--- config.mk ---
export PLATFORM = sky130hd
export DESIGN_NAME = third_stage
export DESIGN_NICKNAME = d
export VERILOG_FILES = /design/src/rtl/third_stage_pkg.sv /design/src/rtl/third_stage_result_select.sv /design/src/rtl/third_stage.sv
export VERILOG_INCLUDE_DIRS = /design/src /design/src/rtl
export SDC_FILE = /design/constraint.sdc
export NUM_CORES = 1
export LEC_CHECK = 0
export ABC_AREA = 1
export CORE_AREA = 2 2 53 55
export CTS_BUF_LIST = sky130_fd_sc_hd__clkbuf_2 sky130_fd_sc_hd__clkbuf_4 sky130_fd_sc_hd__clkbuf_8
export DETAILED_ROUTE_END_ITERATION = 7
export DIE_AREA = 0 0 55 57
export DONT_BUFFER_PORTS = 1
export HOLD_SLACK_MARGIN = 0.03
export PLACE_DENSITY = 0.71
export SETUP_SLACK_MARGIN = 0.02
export SLEW_MARGIN = 20
export SYNTH_ARGS = -nofsm -noshare
export SYNTH_HDL_FRONTEND = slang
export SYNTH_SLANG_ARGS = --single-unit
--- constraint.sdc ---
create_clock -name clk -period 2.2 [get_ports clk]
set_clock_uncertainty 0.2 [all_clocks]
set_input_delay 0.44 -clock clk [delete_from_list [all_inputs] [get_ports clk]]
set_output_delay 0.44 -clock clk [all_outputs]
set_load 0.01 [all_outputs]
--- src/rtl/modadd_defs.vh ---
// Shared defaults for the modular adder pipeline: residue width and
// the third-stage FIFO state encodings.
`ifndef MODADD_DEFS_VH
`define MODADD_DEFS_VH

`define MODADD_WIDTH 4

`define ST_EMPTY 2'd0
`define ST_ONE   2'd1
`define ST_FULL  2'd2

`endif

--- src/rtl/third_stage_pkg.sv ---
// Types shared by the modular adder third stage and its selector.
// State encodings come from the common defines header.
`include "modadd_defs.vh"

package third_stage_pkg;

  localparam int DEF_WIDTH = `MODADD_WIDTH;

  typedef enum logic [1:0] {
    EMPTY = `ST_EMPTY,
    ONE   = `ST_ONE,
    FULL  = `ST_FULL
  } state_t;

endpackage

--- src/rtl/third_stage_result_select.sv ---
// Final residue select between the w and v sums, plus the range check
// done once at push time.
module result_select #(
  parameter int WIDTH   = 4,
  parameter int MODULUS = 15
) (
  input  logic             s,
  input  logic [WIDTH:0]   w,
  input  logic [WIDTH:0]   v,
  input  logic             b4,
  output logic [WIDTH-1:0] value,
  output logic             err
);

  logic sel;

  assign sel   = s ? ~b4 : w[WIDTH];
  assign value = sel ? v[WIDTH-1:0] : w[WIDTH-1:0];
  assign err   = 32'(value) >= 32'(MODULUS);

endmodule

--- src/rtl/third_stage.sv ---
// Third stage of the modular adder: residue select feeding a 2-entry
// valid/ready FIFO with a pop counter.
`include "modadd_defs.vh"

module third_stage #(
  parameter int WIDTH   = `MODADD_WIDTH,
  parameter int MODULUS = 15
) (
  input  logic             clk,
  input  logic             rst_n,
  input  logic             in_valid,
  output logic             in_ready,
  input  logic             s,
  input  logic [WIDTH:0]   w,
  input  logic [WIDTH:0]   v,
  input  logic             b4,
  output logic             out_valid,
  input  logic             out_ready,
  output logic [WIDTH-1:0] result,
  output logic             range_err,
  output logic [7:0]       op_count
);

  import third_stage_pkg::*;

  state_t           state;
  logic [WIDTH-1:0] new_res;
  logic             new_err;
  logic [WIDTH-1:0] head_res;
  logic             head_err;
  logic [WIDTH-1:0] tail_res;
  logic             tail_err;
  logic             push;
  logic             pop;

  result_select #(
    .WIDTH   (WIDTH),
    .MODULUS (MODULUS)
  ) u_sel (
    .s     (s),
    .w     (w),
    .v     (v),
    .b4    (b4),
    .value (new_res),
    .err   (new_err)
  );

  assign push = in_valid && in_ready;
  assign pop  = out_valid && out_ready;

  assign result    = out_valid ? head_res : '0;
  assign range_err = out_valid & head_err;

  always_ff @(posedge clk or negedge rst_n) begin
    if (!rst_n) begin
      state     <= EMPTY;
      head_res  <= '0;
      head_err  <= 1'b0;
      tail_res  <= '0;
      tail_err  <= 1'b0;
      op_count  <= 8'd0;
      out_valid <= 1'b0;
      in_ready  <= 1'b1;
    end else begin
      if (pop)
        op_count <= op_count + 8'd1;
      unique case (state)
        EMPTY: begin
          if (push) begin
            head_res  <= new_res;
            head_err  <= new_err;
            state     <= ONE;
            out_valid <= 1'b1;
          end
        end
        ONE: begin
          // push+pop replaces the head in place
          if (push && pop) begin
            head_res <= new_res;
            head_err <= new_err;
          end else if (push) begin
            tail_res <= new_res;
            tail_err <= new_err;
            state    <= FULL;
            in_ready <= 1'b0;
          end else if (pop) begin
            head_res  <= '0;
            head_err  <= 1'b0;
            state     <= EMPTY;
            out_valid <= 1'b0;
          end
        end
        FULL: begin
          if (pop) begin
            head_res <= tail_res;
            head_err <= tail_err;
            tail_res <= '0;
            tail_err <= 1'b0;
            state    <= ONE;
            in_ready <= 1'b1;
          end
        end
        default: begin
          state     <= EMPTY;
          out_valid <= 1'b0;
          in_ready  <= 1'b1;
        end
      endcase
    end
  end

endmodule

== After elaboration in Yosys (flattened, before gate mapping) ==
Index checks and enable logic that the tools add are counted.
W data, S select, Z words.
Word-level totals
  flip-flop bits (word level): 22
  input bits: 16
  output and inout port bits: 15
  word-level logic and storage cells: 68
Cells by class
  add/sub/neg operators: 1
  magnitude comparators: 1
  equal/unequal tests: 11
  multiplexer cells: 32
  bitwise operators: 4
  reduce and logical (&&, ||, !) cells: 11
Operators with widths (number)
  $mux W4: 8
  $mux W1: 12
  $ne A2 B2 Y1 const B: 6
  $pmux W4 S3: 1
  $reduce_and A4 Y1: 3
  $mux W2: 5
  $reduce_and A5 Y1: 2
  $ne A3 B3 Y1 const B: 3
  $pmux W1 S3: 3
  $add A8 B1 Y8 const B: 1
  $pmux W4 S2: 1
  $pmux W2 S3: 1
  $ge A4 B4 Y1 const B: 1
  $logic_and A1 B1 Y1: 3
  $not A1 Y1: 3
  $reduce_bool A3 Y1: 1
  $eq A2 B1 Y1 const B: 1
  $eq A2 B2 Y1 const B: 1
  $logic_not A2 Y1: 1
  $pmux W1 S2: 1
  $reduce_bool A2 Y1: 1
  $and A1 B1 Y1: 1

== Depth between registers and ports, before layout ==
  word-level depth: 7
  gate-level depth with buffers: 9
  mapped depth without buffers: 8

== Cells and area by module ==
A second synthesis with hierarchy kept.
Second synthesis, totals
  cells, all modules: 184
  area total of the unflattened synthesis: 1378.8 µm²
By module, submodules not included
  third_stage: instances 1, cells an instance 161, area each 1270.0 µm², seq. area each 551.8 µm²
  result_select: instances 1, cells an instance 23, area each 108.9 µm², seq. area each 0.0 µm²

== Worst setup path after synthesis ==
No wires, ideal clock.
  path type: register to register
  from: register state[1]
  to: register head_err
  library setup time: 77 ps
  arrival: 1286 ps
  required time: 1923 ps
  setup slack: 636 ps
  cell stages (with the launch flop): 8
  buffers on the path: 0
  clock period less this slack: 1564 ps
  path through: dfrtp_1 -> inv_1 -> ha_1 -> nand2_2 -> nand2_4 -> nor2_8 -> a21boi_2 -> a21oi_1
Between the ends
  word-level cells in the longest chain between the ends: 3
  elaborated cells on any way between the ends: 10
  classes of those cells: 6 x eq/ne; 1 x mux; 3 x reduce/logical
RTL lines
  start, declared: RTL line third_stage.sv:26  | state_t state;
  start signal, assigned: RTL line third_stage.sv:56  | state <= EMPTY;
  start signal, assigned: RTL line third_stage.sv:72  | state <= ONE;
  start signal, assigned: RTL line third_stage.sv:84  | state <= FULL;
  $eq A2 B1 Y1, or another cell as far along: RTL line third_stage.sv:67  | unique case (state)
  $ne A3 B3 Y1 (no line), or another cell as far along
  $reduce_and A5 Y1 (no line)
  end signal, assigned: RTL line third_stage.sv:71  | head_err <= new_err;
  end signal, assigned: RTL line third_stage.sv:80  | head_err <= new_err;
  end signal, assigned: RTL line third_stage.sv:96  | head_err <= tail_err;
  end, declared: RTL line third_stage.sv:30  | logic head_err;
Several ways; a longest one is shown, not always the timed one.
A chain may end at the register's enable or synchronous reset.

== Final worst setup path ==
  from: register out_valid
  to: output result[0]
Between the ends
  word-level cells in the longest chain between the ends: 1
RTL lines
  start, declared: RTL line third_stage.sv:17  | output logic out_valid,
  start signal, assigned: RTL line third_stage.sv:62  | out_valid <= 1'b0;
  start signal, assigned: RTL line third_stage.sv:73  | out_valid <= 1'b1;
  start signal, assigned: RTL line third_stage.sv:90  | out_valid <= 1'b0;
  $mux W4: RTL line third_stage.sv:51  | assign result = out_valid ? head_res : '0;
  end, declared: RTL line third_stage.sv:19  | output logic [WIDTH-1:0] result,
No other way between the ends.

==> summary.md <==
| Metric | Value |
|---|---|
| Status | `finished clean` |
| Vias | `1055` |
| I/O pins | `31` |
| Global-route wire length before repair | `4060 um` |
| Clk sinks | `22` |
| GRT Residual Overflow | `0` |
| Register area | `552 um2` |
| Post-synth top cells | `nand2_1, inv_1, dfrtp_1` |
| Die height | `57 um` |
| Crit-path cells | `nand2_1 > inv_1` |
| Max-cap violations | `0` |
| Detailed Route WL | `2440 um` |
| Warnings from Yosys | `0` |
| Number of endpoints failing setup at the final stage | `0` |
| Largest net degree at the start of global routing | `23` |
| Syn Area/Cell | `7.87 um2` |
| Final std cells w/o fill | `209` |
| Area of the multi-input gates | `671 um2` |
| RePlAce Congestion | `0.838` |
| Area leader, netlist | `dfrtp_1` |
| CTS H-tree depth | `1` |
| Wire per inst | `11.7 um` |
| RR Endpoint | `state[0]` |
| Post_cts resized | `0` |
| Worst skew pair latency | `0.33 ns` |
| Pwr dens | `525 mW/mm2` |
| WP data required | `1.56 ns` |
| CTS buffer count | `3` |
| Placed Instances | `203` |
| Worst reg-to-reg setup slack | `0.46 ns` |
| Post-route clock period utilization | `0.831` |
| Fin. Hold Viols | `0` |
| Worst EP arrival | `1.19 ns` |
| WS Path Type | `reg -> out` |
| Row count | `19` |
| Worst path max stage delay | `0.64 ns` |
| Min setup slack post-route | `0.373 ns` |
| Relative slew slack | `0.665` |
| Post-synth EDFFs | `0` |
| PortBufs | `0` |
| Post-DP HPWL | `1880 um` |
| Vias in the first global route | `1017` |
| Core footprint | `0.00262 mm2` |
| Worst Tran Pin Value | `0.502 ns` |
| Final nets | `201` |
| Slowest cell on the critical path | `dfrtp_1` |
| Crit path max fanout | `8` |
| Yosys cell types | `26` |
| Ant. Diodes | `0` |
| Share of cells above drive strength 1 | `0.124` |
| Worst Hold Path Cells | `2` |
| RSZ-0062 raised after global routing | `false` |
| Crit path capture | `result[0]` |
| R2r startpoint | `state[1]` |
| Fill cells | `247` |
| Iter 0 DRT Violations | `18` |
| Cell with the most instances after synthesis | `nand2_1` |
| Leak | `0.847 nW` |
| Initial antenna violation count | `0` |
| Worst Hold Slack | `0.111 ns` |
| Clock Tree Buf Depth | `2` |
| Worst Setup SP | `out_valid` |
| DRC Markers | `0` |
| Worst reg-to-reg path cell count | `7` |
| Leading register cell type out of synthesis | `dfrtp_1` |
| Die Area | `0.00314 mm2` |
| Post-synthesis register bit count | `22` |
| TritonCTS clock tree | `done` |
| Final ANT Viol Nets | `0` |
| Post-synth net total | `195` |
| Via density | `5.05` |
| Post-Syn Instances | `173` |
| DP Area | `0.00139 mm2` |
| Root Buffer Master | `clkbuf_4` |
| Gr usage total | `0.179` |
| Die X | `55 um` |
| Post-synth top area share | `0.386` |
| Initial core utilization | `0.521` |
| Final core occ | `0.557` |
| Crit path launch type | `register` |
| CP Capture Type | `output pin` |
| Pre-CTS WS | `0.486 ns` |
| HP Class | `in -> reg` |
| DR pass1 iterations | `4` |
| Setup TNS | `0 ns` |
| Final min period | `1.83 ns` |
| Cell Area, Synth | `0.00136 mm2` |
| Final Max Tran Viols | `0` |
| Final Cell Area | `0.00146 mm2` |
| Clock Pin Slew Worst Setup and Hold Paths | `0.12 ns` |
| Synth async-reset ratio | `1.00` |
| Max Freq | `547 MHz` |
| Sequential area share after synthesis | `0.405` |
| Total chip power | `764 uW` |
| Leading post-synthesis cells by cell area | `dfrtp_1, nand2_1, inv_1, ha_1, nand2_4` |
| Area Growth Syn to Fin | `6.99%` |
| VDD IR max | `0.411 mV` |
critical path: cells and delay by family (launching register included):
kind | cells | cell delay [ns]
DFF | 1 | 0.64
buffers and inverters | 1 | 0.12
and+or+nand+nor | 1 | 0.11
report_power, final:
part | total [mW] | internal (mW) | leakage (nW) | switching [mW]
clock | 0.319 | 0.185 | 0.0279 | 0.134
combinational | 0.0412 | 0.0127 | 0.520 | 0.0286
sequential | 0.404 | 0.404 | 0.299 | 0
routing by layer:
layer  vias up  GRT usage  part of all wire
met4         0      0.115             0.030
met5         -          0                 0
met2        41      0.298              0.48
li1        539          -                 -
met1       470      0.209              0.43
met3         5     0.0262             0.054
registers in the layout, indices dropped and copies added, names as in the netlist:
signal,cells
op_count,8
head_res,4
tail_res,4
state,2
head_err,1
in_ready,1
out_valid,1
tail_err,1
placed cells by master (no fill, tap or decap), types with 2 or more instances in the layout:
cell      instances
a21oi_1           2
nand3_1           8
clkbuf_4          3
a31oi_1           4
o21ai_0           4
nand2_4           4
dfrtp_1          21
inv_1            31
ha_1              6
xor2_1            3
xnor2_1           3
nand2_2           3
nand4_1           3
nand2_1          57
nor2_1           12
worst min-delay path by stage:
stage	startpoint	end	slack, ns
after floorplan	rst_n	head_err	-0.06
after global placement	rst_n	op_count[1]	-0.06
after detailed placement	rst_n	op_count[1]	-0.06
after CTS	out_ready	op_count[0]	0.10
after global routing	out_ready	op_count[0]	0.1
final	out_ready	op_count[0]	0.11
cell type report:
cell class	count	area share
multi-input combinational	118	0.460
inverter	32	0.0876
clock buffer	3	0.0155
sequential	22	0.379
clock inverter	1	0.0206
tap	31	0.0266
timing repair buffer	2	0.0103
cell families (layout without fill, tap and decap cells):
family | count (synthesis) | after routing | synth area share
and+or+nand+nor | 92 | 92 | 0.334
buffers and inverters | 33 | 38 | 0.102
DFF | 22 | 22 | 0.405
AOI/OAI and AO/OA | 14 | 14 | 0.0653
adders and majority gates | 6 | 6 | 0.0551
xor gates and xnor gates | 6 | 6 | 0.0386
timing repair:
item,in CTS,in global routing
setup buffers,0,0
setup endpoints to repair,0,0
hold endpoints to repair,22,21
hold buffers,1,1
Note: power is estimated with default switching activity, not from simulation.
